## src/rtl/rr_arbiter_fsm_if.sv

```systemverilog
// rr_arbiter_fsm_if: request/grant bundle between requesters and the round-robin arbiter
interface rr_arbiter_fsm_if;
  logic [3:0] r;
  logic [3:0] g;
  logic       busy;
  logic [1:0] owner;
  logic       timeout;
  modport master (output r, input g, busy, owner, timeout);
  modport slave  (input r, output g, busy, owner, timeout);
endinterface

```

## src/rtl/rr_arbiter_fsm.sv

```systemverilog
// rr_arbiter_fsm: four-way round-robin Moore arbiter with bounded hold under contention
module rr_arbiter_fsm #(
  parameter int unsigned MAX_HOLD = 8
) (
  input  logic          clk,
  input  logic          resetn,
  rr_arbiter_fsm_if.slave bus
);
  typedef enum logic [2:0] {IDLE = 3'd0, GNT0 = 3'd1, GNT1 = 3'd2, GNT2 = 3'd3, GNT3 = 3'd4} state_t;
  localparam logic [7:0] MH  = 8'(MAX_HOLD);
  localparam logic [7:0] SAT = (MH == 8'd0) ? 8'hff : MH;
  state_t     state_q, state_d;
  logic [1:0] last_q, last_d;
  logic [7:0] cnt_q, cnt_d;
  logic       to_q, to_d;
  logic [2:0] sraw;
  logic       in_gnt;
  logic [1:0] cur;
  logic [3:0] mask;
  logic       hit;
  logic [1:0] nxt;
  logic       preempt;
  logic       leave;
  function automatic logic [2:0] pick(input logic [3:0] req, input logic [1:0] base);
    logic [2:0] res;
    logic [1:0] idx;
    res = 3'b000;
    for (int i = 4; i >= 1; i--) begin
      idx = base + 2'(i);
      if (req[idx]) res = {1'b1, idx};
    end
    return res;
  endfunction
  assign sraw    = state_q;
  assign in_gnt  = (sraw >= 3'd1) && (sraw <= 3'd4);
  assign cur     = 2'(sraw - 3'd1);
  assign mask    = in_gnt ? (bus.r & ~(4'b0001 << cur)) : bus.r;
  assign {hit, nxt} = pick(mask, last_q);
  assign preempt = in_gnt && bus.r[cur] && (MH != 8'd0) && (cnt_q == MH) && (|mask);
  assign leave   = !in_gnt || !bus.r[cur] || preempt;
  assign bus.g       = in_gnt ? (4'b0001 << cur) : 4'b0000;
  assign bus.busy    = in_gnt;
  assign bus.owner   = last_q;
  assign bus.timeout = to_q;
  // state, priority pointer, hold counter and preemption flag
  always_ff @(posedge clk or negedge resetn) begin
    if (!resetn) begin
      state_q <= IDLE;
      last_q  <= 2'd3;
      cnt_q   <= 8'd0;
      to_q    <= 1'b0;
    end else begin
      state_q <= state_d;
      last_q  <= last_d;
      cnt_q   <= cnt_d;
      to_q    <= to_d;
    end
  end
  // pick the next owner on release or preemption, otherwise keep counting the hold
  always_comb begin
    state_d = state_q;
    last_d  = last_q;
    cnt_d   = cnt_q;
    to_d    = 1'b0;
    if (sraw > 3'd4) begin
      state_d = IDLE;
      cnt_d   = 8'd0;
    end else if (leave) begin
      state_d = hit ? state_t'(3'(nxt) + 3'd1) : IDLE;
      last_d  = hit ? nxt : last_q;
      cnt_d   = hit ? 8'd1 : 8'd0;
      to_d    = hit && preempt;
    end else begin
      cnt_d   = (cnt_q == SAT) ? cnt_q : cnt_q + 8'd1;
    end
  end
endmodule

```

## src/flat_wrapper.sv

```systemverilog
// flat-port wrapper written by rule: the top's interface ports become plain ports
module rr_arbiter_fsm_flat 
#(
  parameter int unsigned MAX_HOLD = 8
)
  (clk, resetn, bus_r, bus_g, bus_busy, bus_owner, bus_timeout);
  rr_arbiter_fsm_if bus_i ();
  input  logic clk;
  input  logic resetn;
  input wire logic [$bits(bus_i.r)-1:0] bus_r;
  output wire logic [$bits(bus_i.g)-1:0] bus_g;
  output wire logic [$bits(bus_i.busy)-1:0] bus_busy;
  output wire logic [$bits(bus_i.owner)-1:0] bus_owner;
  output wire logic [$bits(bus_i.timeout)-1:0] bus_timeout;
  assign bus_i.r = bus_r;
  assign bus_g = bus_i.g;
  assign bus_busy = bus_i.busy;
  assign bus_owner = bus_i.owner;
  assign bus_timeout = bus_i.timeout;
  rr_arbiter_fsm #(.MAX_HOLD(MAX_HOLD)) u_core (.clk(clk), .resetn(resetn), .bus(bus_i));
endmodule
```

## config.mk

```make
export PLATFORM = sky130hd
export DESIGN_NAME = rr_arbiter_fsm_flat
export DESIGN_NICKNAME = d
export VERILOG_FILES = /design/src/rtl/rr_arbiter_fsm_if.sv /design/src/rtl/rr_arbiter_fsm.sv /design/src/flat_wrapper.sv
export SDC_FILE = /design/constraint.sdc
export NUM_CORES = 1
export LEC_CHECK = 0
export CAP_MARGIN = 20
export CORE_MARGIN = 5
export CORE_UTILIZATION = 57
export CTS_CLUSTER_DIAMETER = 100
export DETAILED_ROUTE_END_ITERATION = 7
export MAX_ROUTING_LAYER = met4
export PLACE_DENSITY = 0.82
export SYNTH_ARGS = -nofsm -noshare
export SYNTH_HDL_FRONTEND = slang
export SYNTH_SLANG_ARGS = --single-unit
export TNS_END_PERCENT = 20
```

## constraint.sdc

```tcl
create_clock -name clk -period 6 [get_ports clk]
set_clock_uncertainty 0.2 [all_clocks]
set_input_delay 1.5 -clock clk [delete_from_list [all_inputs] [get_ports clk]]
set_output_delay 1.5 -clock clk [all_outputs]
set_load 0.03 [all_outputs]
```

Yosys cells after proc, flatten, opt, wreduce, memory -nomap -nowiden
Cells that the tools add are included.
- register bits after elaboration: 14
- input port bits: 6
- output and inout bits: 8
- word-level logic and storage cells: 61
- add/sub/neg operators: 6
- magnitude comparators: 8
- equal/unequal tests: 2
- shift-type cells: 1
- multiplexer cells: 25
- bitwise gates (word level): 3
- reduce and logical (&&, ||, !) cells: 12
- operator list (operator ; number):
    2-to-1 mux 8 bit ; 3
    2-to-1 mux 3 bit ; 7
    < comparator 2 x 3 -> 1 bit (second input constant) ; 5
    binary-select mux 1 bit (select 2 bit) ; 5
    adder 8 x 1 -> 8 bit (second input constant) ; 1
    == test 8 x 4 -> 1 bit (second input constant) ; 1
    2-to-1 mux 1 bit ; 8
    2-to-1 mux 4 bit ; 2
    logical AND 1 bit ; 5
    adder 2 bit (second input constant) ; 2
    AND 4 bit ; 1
    NOT 4 bit ; 1
    OR reduction 4 bit ; 1
    << shifter 1 x 2 -> 4 bit (first input constant) ; 1
    adder 2 x 1 -> 3 bit (second input constant) ; 1
    >= comparator 3 x 1 -> 1 bit (second input constant) ; 1
    > comparator 3 bit (second input constant) ; 1
    <= comparator 3 bit (second input constant) ; 1
    != test 3 x 2 -> 1 bit (second input constant) ; 1
    AND reduction 3 bit ; 1
    adder 2 x 1 -> 2 bit (second input constant) ; 1
    logical NOT 1 bit ; 2
    logical OR 1 bit ; 2
    nonzero test 2 bit ; 1
    2 further kinds ; 2

Depth between registers and ports, before layout
- depth after elaboration: 15
- depth in mapped cells: 10
- depth with buffers taken out: 9

Least setup slack after synthesis
OpenSTA, ideal clock, no wires.
- path kind: register -> output
- start point: register u_core.state_q[0], in the netlist u_core.sraw[0]
- end point: output bus_g[1]
- data arrival time: 1.570 ns
- data required time: 4.300 ns
- setup slack: 2.730 ns
- stages on the path, launching flop included: 6
- path buffers: 1
- path through: dfrtp_1 inv_1 ha_1 nor2b_1 buf_2 nor3_1
- word-level cells in the longest chain between the ends: 3
- elaborated cells between the ends (all ways): 6
- classes of those cells: add/sub: 1; order compare: 2; shift: 1; mux: 1; reduce/logical: 1
- ends and longest elaborated chain (what ; RTL line ; source):
    from (decl) ; rr_arbiter_fsm.sv:12 ; state_t state_q, state_d;
    from (signal assigned) ; rr_arbiter_fsm.sv:53 ; state_q <= state_d;
    subtractor 2 x 1 -> 2 bit (tied with other cells) ; rr_arbiter_fsm.sv:36 ; assign cur = 2'(sraw - 3'd1);
    << shifter 1 x 2 -> 4 bit / logical AND 1 bit (equally long branches) ; rr_arbiter_fsm.sv:41, rr_arbiter_fsm.sv:35 ;
    2-to-1 mux 4 bit * ; rr_arbiter_fsm.sv:41 ; assign bus.g = in_gnt ? (4'b0001 << cur) : 4'b0000;
    to (decl) ; flat_wrapper.sv:11 ; output wire logic [$bits(bus_i.g)-1:0] bus_g;
Every way passes the cells marked *; elsewhere a longest branch is shown, timed or not.

Worst setup path after layout
- start point: register u_core.state_q[1], in the netlist u_core.sraw[1]
- end point: output bus_g[1]
Same word-level chain as after synthesis.

==> out/metrics.cfg <==
[run_status]
status=complete, no violations

[synth]
syn_area_um2=1020
yosysSeqAreaShare=0.346
ys_ff_latch=14
yosysWarningCount=0
synth_edf_count=0
syn_avg_cell_area_um2=10.1
syn-num-nets=115
synth_cell_types=43
synth_top_cell_by_area=dfrtp_1
yosysTopAreaCellShare=0.295
synth-async-reset-ratio=1.00
ys.flop_type=dfrtp_1
synthTopCellsByArea=dfrtp_1 (29%), ha_1 (9.8%), dfstp_2 (5.2%)
synthCells=101

[clock_tree]
cts-htree-levels=1
cts_made_buffers=3
clock-sinks=14
clock_latency_ps=280
postCtsSetupBuffers=0
clk_pin_slew_ps=80
cts_hold_buffers=0
cts_resized=0
cts_tree=yes
clk_path_buf_depth=2
cts_root_buf=clkbuf_4

[routing]
via_per_inst=5.66
drt_wl_total_mm=2.13
wl_per_cell_um=15.1
initialDrtViolationCount=11
antenna_left=0
drc=0
vias=798
firstDrtPassIters=5

[placed_design]
dpl_cell_area_um2=1170
port_buffers=13
gp_congestion=0.820
dp_hpwl_mm=1.64
placed_cells=137

[worst_hold_path]
hold_start=u_core.cnt_q[7]
holdPathStages=2
hold_class=reg2reg
whs_endpoint=u_core.cnt_q[7]

[setup_path]
startpoint_type=flop
r2r_cells=7
endpoint_kind=primary output
arrival_ps=2450
criticalPathCategory=reg2out
cp.required_ps=4300
cp.buffers_inverters=2
r2r_end=u_core.sraw[1]
cpLargestDelayFamily=buffers and inverters
worstReg2RegStart=u_core.sraw[1]
cpPeakStageDelay_ps=630
ff2ff_setup_slack_ps=3040
crit_chain=inv_1 -> ha_1 -> nor2b_1 -> nor3_1 -> clkdlybuf4s50_1
cpMaxStageDelayCell=clkdlybuf4s50_1
critPathMaxFanout=8

[floorplanning]
ioPinCount=14
fp-row-count=15
die-height_um=52.3
die-area_um2=2730
core_area_um2=1710
die_w_um=52.3
start_util=0.596

[layout]
final_cells=141
drive_above_1_share=0.147
fin_nets=131
design_area_um2=1210
utilization=0.707
fillers=132
antennaDiodeCount=0
synthToLayoutAreaGrowth_pct=18.6

[pwr]
pwr_density_cell_nw_per_um2=529
p_leak_nw=0.510
p_total_mw=0.639
ir_drop_mv=0.328

[sta]
relSlewSlack=0.476
fmax_ghz=0.241
grt_setup_unrepaired=false
slew_violations=0
min_period_over_period=0.692
period_needed_ps=4150
setup_viol=0
hold_violations=0
worst_pin_slew_ps=778
timing.setup.tns_ps=0

[global_route]
grt_pass1_wl_mm=3.58
track_usage=0.185
grt_max_degree=15
gr-total-overflow=0
antenna_found_initial=0
grt_pass1_vias=755

[run]
cap_violations=0

worst max path at each step:
stage	slack, ps	to	depth (start not counted)	startpoint
final	1850	bus_g[1]	5	u_core.sraw[1]
after global routing	1670	bus_g[1]	5	u_core.sraw[0]
after CTS	1840	bus_g[1]	5	u_core.sraw[1]
after detailed placement	2170	bus_g[1]	5	u_core.sraw[1]
after global placement	2190	bus_g[2]	5	u_core.sraw[1]
after floorplan	2730	bus_g[1]	5	u_core.sraw[0]
report_power, final:
group / leakage [nW] / internal [mW] / switching, mW / total (mW)
Sequential: 0.180 / 0.125 / 0.0347 / 0.160
Clock: 0.0210 / 0.0370 / 0.0299 / 0.0669
Combinational: 0.309 / 0.187 / 0.226 / 0.412
metal layers:
metal	up-vias	wire (um)	global-route usage
li1	388	-	-
met1	386	1040	0.244
met2	20	962	0.272
met3	4	102	0.0655
met4	0	18	0.0468
met5	-	0	-
cell families after synthesis:
| kind of cell | synth area share |
|---|---|
| simple gates | 0.247 |
| compound gates | 0.176 |
| flops | 0.346 |
| buf+inv | 0.0418 |
| fa+ha+maj | 0.0983 |
| xor+xnor | 0.0430 |
| mux | 0.0479 |
cells in the mapped netlist (3+ instances only):
cell type   n
ha_1        8
nand3_1     3
o22ai_1     3
nor3b_1     3
nor2_1     10
xor2_1      3
dfrtp_1    12
inv_1       9
nand2_1     5
nor2b_1     3
nor3_1      3
flip-flops by register name, summed over array words and instances, names as in the netlist:
register / count
u_core.cnt_q: 8
u_core.bus.timeout: 1
u_core.bus.owner: 2
u_core.sraw: 3
stage by stage:
stage / hold WS, ps / setup WS [ps]
after global placement: 347 / 2190
after CTS: 358 / 1840
final: 360 / 1850
after global routing: 409 / 1670
after detailed placement: 342 / 2170
after floorplan: 297 / 2730
cell type report:
type | instances | area (um2) | share of cell area
inverter | 9 | 33.8 | 0.0280
multi-input combinational | 76 | 623 | 0.516
clock buffer | 4 | 36.3 | 0.0301
sequential | 14 | 353 | 0.292
tap | 25 | 31.3 | 0.0259
timing repair buffer | 13 | 130 | 0.108
layout by cell type (no fill, tap or decap), types with 5 or more instances in the layout:
master           instances
nor2_1                  10
inv_1                    9
ha_1                     8
clkdlybuf4s50_1         13
nand2_1                  5
dfrtp_1                 12
worst register-to-register path: cells and delay by family (launching register included):
family          cells  cell delay [ps]
buf+inv             1              130
fa+ha+maj           2              530
simple gates        1              610
flops               1              480
compound gates      3              900
No activity file was read; power rests on OpenSTA's default activity.
